<file path="config.mk">
export PLATFORM = sky130hd
export DESIGN_NAME = foc_pi_scheduler_flat
export DESIGN_NICKNAME = d
export VERILOG_FILES = /design/src/rtl/foc_pi_scheduler_if.sv /design/src/rtl/foc_pi_scheduler.sv /design/src/flat_wrapper.sv
export SDC_FILE = /design/constraint.sdc
export NUM_CORES = 1
export LEC_CHECK = 0
export CORE_ASPECT_RATIO = 1.1
export CORE_MARGIN = 3
export CORE_UTILIZATION = 41
export DETAILED_ROUTE_END_ITERATION = 8
export PLACE_DENSITY = 0.83
export REMOVE_ABC_BUFFERS = 1
export SETUP_SLACK_MARGIN = 0.05
export SYNTH_ARGS = -nofsm -noshare
export SYNTH_HDL_FRONTEND = slang
export SYNTH_SLANG_ARGS = --single-unit
</file>
<file path="constraint.sdc">
create_clock -name clk -period 1.76 [get_ports clk]
set_input_delay 0.352 -clock clk [delete_from_list [all_inputs] [get_ports clk]]
set_output_delay 0.352 -clock clk [all_outputs]
set_load 0.01 [all_outputs]
</file>
<file path="src/rtl/foc_pi_scheduler_if.sv">
// Handshake bundle between the current-sample source, the d/q PI pair and the inverse-Park stage.
// The scheduler takes the slave view; the surrounding environment takes the master view.
interface foc_pi_scheduler_if;
   logic               i_en;
   logic signed [15:0] i_id_aim;
   logic signed [15:0] i_iq_aim;
   logic signed [15:0] i_id;
   logic signed [15:0] i_iq;

   logic               o_d_en;
   logic signed [15:0] o_d_aim;
   logic signed [15:0] o_d_real;
   logic               i_d_en;
   logic signed [15:0] i_d_value;

   logic               o_q_en;
   logic signed [15:0] o_q_aim;
   logic signed [15:0] o_q_real;
   logic               i_q_en;
   logic signed [15:0] i_q_value;

   logic               o_en;
   logic signed [15:0] o_vd;
   logic signed [15:0] o_vq;
   logic               o_timeout;
   logic [7:0]         o_drop_cnt;

   modport slave (
      input  i_en, i_id_aim, i_iq_aim, i_id, i_iq,
      output o_d_en, o_d_aim, o_d_real,
      input  i_d_en, i_d_value,
      output o_q_en, o_q_aim, o_q_real,
      input  i_q_en, i_q_value,
      output o_en, o_vd, o_vq, o_timeout, o_drop_cnt
   );

   modport master (
      output i_en, i_id_aim, i_iq_aim, i_id, i_iq,
      input  o_d_en, o_d_aim, o_d_real,
      output i_d_en, i_d_value,
      input  o_q_en, o_q_aim, o_q_real,
      output i_q_en, i_q_value,
      input  o_en, o_vd, o_vq, o_timeout, o_drop_cnt
   );
endinterface

</file>
<file path="src/rtl/foc_pi_scheduler.sv">
// Sequences the d/q current PI pair: latches and decimates samples, issues both PIs, aligns results.
// Define FOC_PI_SCHED_VLIM_EN to clamp each voltage command to [-VLIM, +VLIM].
module foc_pi_scheduler #(
   parameter int unsigned        DIV     = 1,
   parameter int unsigned        TIMEOUT = 15,
   parameter logic signed [15:0] VLIM    = 16'sd30000
) (
   input logic               clk,
   input logic               rstn,
   foc_pi_scheduler_if.slave bus
);

   localparam int unsigned      WaitW    = $clog2(TIMEOUT);
   localparam logic [WaitW-1:0] WaitLast = WaitW'(TIMEOUT - 1);
   localparam logic [7:0]       DecLast  = 8'(DIV - 1);

   if (DIV < 1 || DIV > 255 || TIMEOUT < 6 || VLIM < 0) begin : g_param_check
      $error("foc_pi_scheduler: parameter out of range");
   end

   typedef enum logic [1:0] {StIdle, StIssue, StWait, StDone} state_e;

   state_e             state_q, state_d;
   logic [7:0]         decim_q, decim_d;
   logic [WaitW-1:0]   wait_q, wait_d;
   logic               d_got_q, d_got_d;
   logic               q_got_q, q_got_d;
   logic signed [15:0] vd_hold_q, vd_hold_d;
   logic signed [15:0] vq_hold_q, vq_hold_d;
   logic signed [15:0] d_aim_q, d_aim_d;
   logic signed [15:0] d_real_q, d_real_d;
   logic signed [15:0] q_aim_q, q_aim_d;
   logic signed [15:0] q_real_q, q_real_d;
   logic signed [15:0] vd_q, vd_d;
   logic signed [15:0] vq_q, vq_d;
   logic               en_q, en_d;
   logic               timeout_q, timeout_d;
   logic [7:0]         drop_q, drop_d;
   logic               d_ok, q_ok;

`ifdef FOC_PI_SCHED_VLIM_EN
   function automatic logic signed [15:0] vlimit(input logic signed [15:0] v);
      if (v > VLIM) return VLIM;
      if (v < -VLIM) return -VLIM;
      return v;
   endfunction
`else
   function automatic logic signed [15:0] vlimit(input logic signed [15:0] v);
      return v;
   endfunction
`endif

   always_comb begin
      state_d   = state_q;
      decim_d   = decim_q;
      wait_d    = wait_q;
      d_got_d   = d_got_q;
      q_got_d   = q_got_q;
      vd_hold_d = vd_hold_q;
      vq_hold_d = vq_hold_q;
      d_aim_d   = d_aim_q;
      d_real_d  = d_real_q;
      q_aim_d   = q_aim_q;
      q_real_d  = q_real_q;
      vd_d      = vd_q;
      vq_d      = vq_q;
      en_d      = 1'b0;
      timeout_d = 1'b0;
      drop_d    = drop_q;
      // Arrivals in the current cycle count toward completion.
      d_ok      = d_got_q | bus.i_d_en;
      q_ok      = q_got_q | bus.i_q_en;

      if (bus.i_en && state_q != StIdle && drop_q != 8'hff) begin
         drop_d = drop_q + 8'd1;
      end

      unique case (state_q)
         StIdle: begin
            if (bus.i_en) begin
               d_aim_d  = bus.i_id_aim;
               d_real_d = bus.i_id;
               q_aim_d  = bus.i_iq_aim;
               q_real_d = bus.i_iq;
               if (decim_q == 8'd0) state_d = StIssue;
               decim_d = (decim_q == DecLast) ? 8'd0 : decim_q + 8'd1;
            end
         end
         StIssue: begin
            d_got_d = 1'b0;
            q_got_d = 1'b0;
            wait_d  = '0;
            state_d = StWait;
         end
         StWait: begin
            wait_d = wait_q + 1'b1;
            if (bus.i_d_en) begin
               vd_hold_d = bus.i_d_value;
               d_got_d   = 1'b1;
            end
            if (bus.i_q_en) begin
               vq_hold_d = bus.i_q_value;
               q_got_d   = 1'b1;
            end
            if (d_ok && q_ok) begin
               state_d = StDone;
            end else if (wait_q == WaitLast) begin
               timeout_d = 1'b1;
               state_d   = StIdle;
            end
         end
         StDone: begin
            vd_d    = vlimit(vd_hold_q);
            vq_d    = vlimit(vq_hold_q);
            en_d    = 1'b1;
            state_d = StIdle;
         end
         default: state_d = StIdle;
      endcase
   end

   always_ff @(posedge clk or negedge rstn) begin
      if (!rstn) begin
         state_q   <= StIdle;
         decim_q   <= 8'd0;
         wait_q    <= '0;
         d_got_q   <= 1'b0;
         q_got_q   <= 1'b0;
         vd_hold_q <= '0;
         vq_hold_q <= '0;
         d_aim_q   <= '0;
         d_real_q  <= '0;
         q_aim_q   <= '0;
         q_real_q  <= '0;
         vd_q      <= '0;
         vq_q      <= '0;
         en_q      <= 1'b0;
         timeout_q <= 1'b0;
         drop_q    <= 8'd0;
      end else begin
         state_q   <= state_d;
         decim_q   <= decim_d;
         wait_q    <= wait_d;
         d_got_q   <= d_got_d;
         q_got_q   <= q_got_d;
         vd_hold_q <= vd_hold_d;
         vq_hold_q <= vq_hold_d;
         d_aim_q   <= d_aim_d;
         d_real_q  <= d_real_d;
         q_aim_q   <= q_aim_d;
         q_real_q  <= q_real_d;
         vd_q      <= vd_d;
         vq_q      <= vq_d;
         en_q      <= en_d;
         timeout_q <= timeout_d;
         drop_q    <= drop_d;
      end
   end

   // Both PI enables are decoded from the state so they share the single ISSUE cycle.
   assign bus.o_d_en     = (state_q == StIssue);
   assign bus.o_q_en     = (state_q == StIssue);
   assign bus.o_d_aim    = d_aim_q;
   assign bus.o_d_real   = d_real_q;
   assign bus.o_q_aim    = q_aim_q;
   assign bus.o_q_real   = q_real_q;
   assign bus.o_en       = en_q;
   assign bus.o_vd       = vd_q;
   assign bus.o_vq       = vq_q;
   assign bus.o_timeout  = timeout_q;
   assign bus.o_drop_cnt = drop_q;

endmodule

</file>
<file path="src/flat_wrapper.sv">
// flat-port wrapper written by rule: the top's interface ports become plain ports
module foc_pi_scheduler_flat 
#(
   parameter int unsigned        DIV     = 1,
   parameter int unsigned        TIMEOUT = 15,
   parameter logic signed [15:0] VLIM    = 16'sd30000
)
  (clk, rstn, bus_i_en, bus_i_id_aim, bus_i_iq_aim, bus_i_id, bus_i_iq, bus_o_d_en, bus_o_d_aim, bus_o_d_real, bus_i_d_en, bus_i_d_value, bus_o_q_en, bus_o_q_aim, bus_o_q_real, bus_i_q_en, bus_i_q_value, bus_o_en, bus_o_vd, bus_o_vq, bus_o_timeout, bus_o_drop_cnt);
  foc_pi_scheduler_if bus_i ();
  input logic clk;
  input logic rstn;
  input wire logic [$bits(bus_i.i_en)-1:0] bus_i_en;
  input wire logic [$bits(bus_i.i_id_aim)-1:0] bus_i_id_aim;
  input wire logic [$bits(bus_i.i_iq_aim)-1:0] bus_i_iq_aim;
  input wire logic [$bits(bus_i.i_id)-1:0] bus_i_id;
  input wire logic [$bits(bus_i.i_iq)-1:0] bus_i_iq;
  output wire logic [$bits(bus_i.o_d_en)-1:0] bus_o_d_en;
  output wire logic [$bits(bus_i.o_d_aim)-1:0] bus_o_d_aim;
  output wire logic [$bits(bus_i.o_d_real)-1:0] bus_o_d_real;
  input wire logic [$bits(bus_i.i_d_en)-1:0] bus_i_d_en;
  input wire logic [$bits(bus_i.i_d_value)-1:0] bus_i_d_value;
  output wire logic [$bits(bus_i.o_q_en)-1:0] bus_o_q_en;
  output wire logic [$bits(bus_i.o_q_aim)-1:0] bus_o_q_aim;
  output wire logic [$bits(bus_i.o_q_real)-1:0] bus_o_q_real;
  input wire logic [$bits(bus_i.i_q_en)-1:0] bus_i_q_en;
  input wire logic [$bits(bus_i.i_q_value)-1:0] bus_i_q_value;
  output wire logic [$bits(bus_i.o_en)-1:0] bus_o_en;
  output wire logic [$bits(bus_i.o_vd)-1:0] bus_o_vd;
  output wire logic [$bits(bus_i.o_vq)-1:0] bus_o_vq;
  output wire logic [$bits(bus_i.o_timeout)-1:0] bus_o_timeout;
  output wire logic [$bits(bus_i.o_drop_cnt)-1:0] bus_o_drop_cnt;
  assign bus_i.i_en = bus_i_en;
  assign bus_i.i_id_aim = bus_i_id_aim;
  assign bus_i.i_iq_aim = bus_i_iq_aim;
  assign bus_i.i_id = bus_i_id;
  assign bus_i.i_iq = bus_i_iq;
  assign bus_o_d_en = bus_i.o_d_en;
  assign bus_o_d_aim = bus_i.o_d_aim;
  assign bus_o_d_real = bus_i.o_d_real;
  assign bus_i.i_d_en = bus_i_d_en;
  assign bus_i.i_d_value = bus_i_d_value;
  assign bus_o_q_en = bus_i.o_q_en;
  assign bus_o_q_aim = bus_i.o_q_aim;
  assign bus_o_q_real = bus_i.o_q_real;
  assign bus_i.i_q_en = bus_i_q_en;
  assign bus_i.i_q_value = bus_i_q_value;
  assign bus_o_en = bus_i.o_en;
  assign bus_o_vd = bus_i.o_vd;
  assign bus_o_vq = bus_i.o_vq;
  assign bus_o_timeout = bus_i.o_timeout;
  assign bus_o_drop_cnt = bus_i.o_drop_cnt;
  foc_pi_scheduler #(.DIV(DIV), .TIMEOUT(TIMEOUT), .VLIM(VLIM)) u_core (.clk(clk), .rstn(rstn), .bus(bus_i));
endmodule
</file>
=== After elaboration in Yosys (flattened, before gate mapping) ===
Cells that the tools add are included.

* Register bits after elaboration: 154
* Bits in latches: 0
* RAM bits: 0
* ROM bits: 0
* Bits of input ports: 101
* Memories: 0

* $add $sub $neg: 3
* Multipliers: 0
* Divide/modulo/power cells: 0
* Order comparisons: 0
* Equal/unequal tests: 10
* Shift-type cells: 0
* Multiplexer cells: 15
* Bitwise operators: 2
* Reduce and logical (&&, ||, !) cells: 13

{| class="wikitable"
|+ Operators by type and width
! cell !! number
|-
| 8-bit by 1-bit adder with 8-bit output, second input constant || 2
|-
| 2-bit AND reduction || 5
|-
| 8-bit logical NOT || 1
|-
| 2-bit 2-to-1 mux || 4
|-
| 8-bit 2-to-1 mux || 1
|-
| 8-bit != test, second input constant || 1
|-
| 2-bit case mux with 4 select lines || 1
|-
| 4-bit case mux with 2 select lines || 1
|-
| 1-bit 2-to-1 mux || 6
|-
| 2-bit != test, second input constant || 3
|-
| 4-bit by 1-bit adder with 4-bit output, second input constant || 1
|-
| 2-bit equality test, second input constant || 2
|-
| 4-bit equality test, second input constant || 1
|-
| 1-bit case mux with 2 select lines || 2
|-
| 2-bit nonzero test || 2
|-
| 1-bit logical AND || 3
|-
| 3-bit by 1-bit != test with 1-bit output, second input constant || 1
|-
| 3-bit AND reduction || 1
|-
| 2-bit by 1-bit equality test with 1-bit output, second input constant || 1
|-
| 2-bit logical NOT || 1
|-
| 2-bit by 1-bit != test with 1-bit output, second input constant || 1
|-
| 1-bit bitwise OR || 2
|}

=== Depth between registers and ports, before layout ===
* Depth after elaboration: 4
* Depth in mapped cells: 8

=== Least setup slack after synthesis ===
No wires, ideal clock.

* Path kind: register to register
* From: register u_core.state_q[0]
* To: register u_core.vd_hold_q[10]
* Setup time: 125 ps
* Arrival: 1569 ps
* Required time: 1635 ps
* Slack: 67 ps
* Stages on the path, launching flop included: 7
* Path buffers: 2
* Clock period less this slack: 1693 ps
* Path through: dfrtp_1 -> inv_1 -> ha_1 -> buf_2 -> nand2_1 -> buf_2 -> mux2_2

* Cells in the longest elaborated chain, start to end: 2

{| class="wikitable"
|+ RTL lines
! element !! line !! text
|-
| start: declaration || foc_pi_scheduler.sv:23 || <nowiki>state_e state_q, state_d;</nowiki>
|-
| start signal: assignment || foc_pi_scheduler.sv:124 || <nowiki>state_q <= StIdle;</nowiki>
|-
| start signal: assignment || foc_pi_scheduler.sv:141 || <nowiki>state_q <= state_d;</nowiki>
|-
| 2-bit equality test || foc_pi_scheduler.sv:78 || <nowiki>unique case (state_q)</nowiki>
|-
| 2-bit AND reduction (no source line) || - ||
|-
| end signal: assignment || foc_pi_scheduler.sv:146 || <nowiki>vd_hold_q <= vd_hold_d;</nowiki>
|-
| end: declaration || foc_pi_scheduler.sv:28 || <nowiki>logic signed [15:0] vd_hold_q, vd_hold_d;</nowiki>
|}

No other way between the ends.
A chain may end at the register's enable or synchronous reset.

=== Worst setup path in the final report ===
* From: register u_core.d_real_q[6], in the netlist u_core.bus.o_d_real[6]
* To: output port bus_o_d_real[6]

{| class="wikitable"
|+ RTL lines
! element !! line !! text
|-
| start: declaration || foc_pi_scheduler.sv:31 || <nowiki>logic signed [15:0] d_real_q, d_real_d;</nowiki>
|-
| start signal: assignment || foc_pi_scheduler.sv:149 || <nowiki>d_real_q <= d_real_d;</nowiki>
|-
| end: declaration || flat_wrapper.sv:19 || <nowiki>output wire logic [$bits(bus_i.o_d_real)-1:0] bus_o_d_real;</nowiki>
|}

No word-level cell between the ends.

==> flow_metrics.env <==
export IMPL_r2r_end="u_core.bus.o_drop_cnt[1]"
export IMPL_via_per_inst=4.794
export IMPL_cp_slowest_cell="clkdlybuf4s50_1"
export IMPL_num_vias=4578
export IMPL_io_pins=209
export IMPL_min_period_over_period_pct=94.82
export IMPL_grt_start_max_net_pins=66
export IMPL_antenna_left=0
export IMPL_crit_family="buffers and inverters"
export IMPL_wl_per_cell_um=15.57
export IMPL_worstSetupPathType="register to primary output"
export IMPL_dieArea_um2=16190
export IMPL_cp_required_ns=1.41
export IMPL_final_setup_tns_ns=0
export IMPL_synth_compound_area_share_pct=2.097
export IMPL_cp_arrival_ns=1.32
export IMPL_overflow=0
export IMPL_grt_setup_unrepaired="false"
export IMPL_groute_usage_overall_pct=18.71
export IMPL_antenna_found_initial=0
export IMPL_crit_fanout=2
export IMPL_core_um2=14080
export IMPL_synth_area_um2=6027
export IMPL_regArea_um2=3855
export IMPL_yosysWarningCount=0
export IMPL_worst_path_buf_inv=1
export IMPL_crit_path_end="bus_o_d_real[6]"
export IMPL_diodes=0
export IMPL_drive_gt1_share_pct=17.08
export IMPL_max_freq_mhz=599.2
export IMPL_power_density_nw_per_um2=1744
export IMPL_peakVddDrop_v=0.0008233
export IMPL_die_h_um=133.2
export IMPL_crit_path_start="u_core.bus.o_d_real[6]"
export IMPL_synth_seq_cells=154
export IMPL_cts_sinks=154
export IMPL_hold_viol=0
export IMPL_crit_chain="clkdlybuf4s50_1"
export IMPL_hold_class="input pin to async pin"
export IMPL_postPlaceCellArea_um2=8439
export IMPL_ys_types=30
export IMPL_cap_viol_max_count=0
export IMPL_report_final_slew_viol_count=0
export IMPL_cts_tree="yes"
export IMPL_reg2reg_from="u_core.bus.o_drop_cnt[0]"
export IMPL_start_kind="register"
export IMPL_multiInputGateArea_um2=2048
export IMPL_drc=0
export IMPL_rows=45
export IMPL_syn2layout_area_growth_pct=52.79
export IMPL_grt_pass1_vias=4842
export IMPL_worst_pin_slew_ns=0.4835
export IMPL_path_clk_slew_ns=0.06
export IMPL_nets=864
export IMPL_final_area_um2=9209
export IMPL_numPortBuffers=208
export IMPL_ys_seq_area_share_pct=63.94
export IMPL_crit_path_end_kind="primary output"
export IMPL_avgSynthCellArea_um2=11.39
export IMPL_yosys_area_share_simple_pct=15.47
export IMPL_slowest_delay_ns=0.56
export IMPL_period_needed_ns=1.669
export IMPL_ff2ff_path_depth=5
export IMPL_r2r_slack_ns=0.14
export IMPL_start_util_pct=42.82
export IMPL_die_w_um=121.6
export IMPL_cts_root_buf="clkbuf_16"
export IMPL_synth_adder_area_share_pct=1.868
export IMPL_cts_buffer_depth=2
export IMPL_crit_cells=1
export IMPL_synth_xor_area_share_pct=1.744
export IMPL_final_cell_mix="nand2_1, dfrtp_1, clkdlybuf4s50_1, mux2_2, dlymetal6s2s_1"
export IMPL_htreeDepth=4
export IMPL_cellLeakagePower_nw=4.823
export IMPL_synth_top_family_by_area="simple AND/OR/NAND/NOR gates"
export IMPL_synthMuxAreaShare_pct=12.39
export IMPL_final_fill_count=1048
export IMPL_drt_total_wl_um=14870
export IMPL_drt_iter0_markers=242
export IMPL_syn_inst=529
export IMPL_setup_viol_count_final=0
export IMPL_gp_congestion=0.7624
export IMPL_final_common_cell="nand2_1"
export IMPL_drtPass1Iterations=4
export IMPL_hpwl_um=10710
export IMPL_grt_first_pass_wirelength_um=24000
export IMPL_insertion_delay_ns=0.41
export IMPL_fin_worst_skew_ns=0.007172
export IMPL_cts_buffers_inserted=17
export IMPL_slew_headroom_pct=67.77
export IMPL_status="finished, final reports clean"
[registers in the layout, indices dropped and copies added, names as in the netlist, 8 cells and up]
name	count
u_core.bus.o_q_real	16
u_core.decim_q	8
u_core.bus.o_q_aim	16
u_core.bus.o_d_real	16
u_core.bus.o_vd	16
u_core.vq_hold_q	16
u_core.bus.o_vq	16
u_core.bus.o_d_aim	16
u_core.bus.o_drop_cnt	8
u_core.vd_hold_q	16
[power breakdown]
| group | internal (W) | switching [W] | total [W] |
|---|---|---|---|
| Sequential | 0.00519 | 0.000941 | 0.00614 |
| Combinational | 0.00347 | 0.00280 | 0.00627 |
| Clock | 0.00221 | 0.00144 | 0.00366 |
[worst min path at each step]
stage | startpoint | slack [ns] | end
floorplan | rstn | 0.06 | u_core.bus.o_d_aim[0]
global placement | rstn | 0.32 | u_core.vq_hold_q[7]
detailed placement | rstn | 0.33 | u_core.vq_hold_q[0]
CTS | bus_i_id_aim[10] | 0.44 | u_core.bus.o_d_aim[10]
global route | bus_i_id_aim[15] | 0.45 | u_core.bus.o_d_aim[15]
finish | rstn | 0.46 | u_core.vq_hold_q[0]
[cells in the mapped netlist]
library cell / n / area share, %
xor2_1: 7 / 1.0
nor4_1: 2 / 0.21
nor3_1: 3 / 0.25
nand2_1: 204 / 13
nand4_1: 5 / 0.52
dfrtp_1: 154 / 64
buf_4: 1 / 0.12
and2_1: 1 / 0.10
clkbuf_1: 9 / 0.56
o22ai_1: 2 / 0.21
clkbuf_2: 1 / 0.083
xnor2_1: 5 / 0.73
a31o_2: 1 / 0.15
buf_1: 1 / 0.062
o311ai_4: 1 / 0.44
ha_1: 9 / 1.9
a31oi_1: 1 / 0.10
mux2_4: 1 / 0.25
nand2b_1: 1 / 0.10
inv_1: 12 / 0.75
a21boi_0: 1 / 0.12
nor3b_1: 2 / 0.25
nand3_2: 1 / 0.17
buf_2: 11 / 0.91
o21ai_0: 7 / 0.58
nand3b_1: 2 / 0.25
a21oi_1: 6 / 0.50
nor2_1: 8 / 0.50
nand3_1: 5 / 0.42
mux2_2: 65 / 12
[metal layers]
metal  GRT usage [%]  up-vias  share of wire, %
li1                -     2154                 -
met1           22.03     2229                39
met2           32.07      177                51
met3           6.412       18               7.8
met4           6.040        0               1.6
met5               0        -                 0
[stage by stage]
| stage | power (W) | setup slack [ns] | cells | hold slack (ns) | utilization [%] |
|---|---|---|---|---|---|
| after floorplan | 0.008967 | -0.7732 | 506 | 0.05641 | - |
| after global placement | 0.01230 | 0.06402 | 918 | 0.3201 | 59.96 |
| after detailed placement | 0.01268 | 0.02384 | 918 | 0.3315 | 59.96 |
| after CTS | 0.01640 | 0.03149 | 954 | 0.4409 | 64.43 |
| after global routing | 0.01709 | 0.05017 | 955 | 0.4519 | 65.42 |
| final | 0.01606 | 0.09123 | 955 | 0.4587 | 65.42 |
[logic make-up after synthesis]
logic type,count (synthesis)
fa+ha+maj,9
simple gates,234
mux,66
xor+xnor,12
compound gates,19
buf+inv,35
flops,154
[layout make-up]
cell class                 instances  area share [%]
multi-input combinational        340           22.24
clock buffer                      20           5.068
tap                              188           2.554
inverter                          12          0.4891
clock inverter                    12           1.467
sequential                       154           41.86
timing repair buffer             229           26.32
[what timing repair did]
action / CTS / global route
endpoints found under the setup margin: 17 / 68
pin swaps: 0 / 1
endpoints found under the hold margin: 45 / 0
resized for setup: 19 / 56
hold buffers: 1 / 0
setup buffers: 3 / 1
No activity file was read; power rests on OpenSTA's default activity.
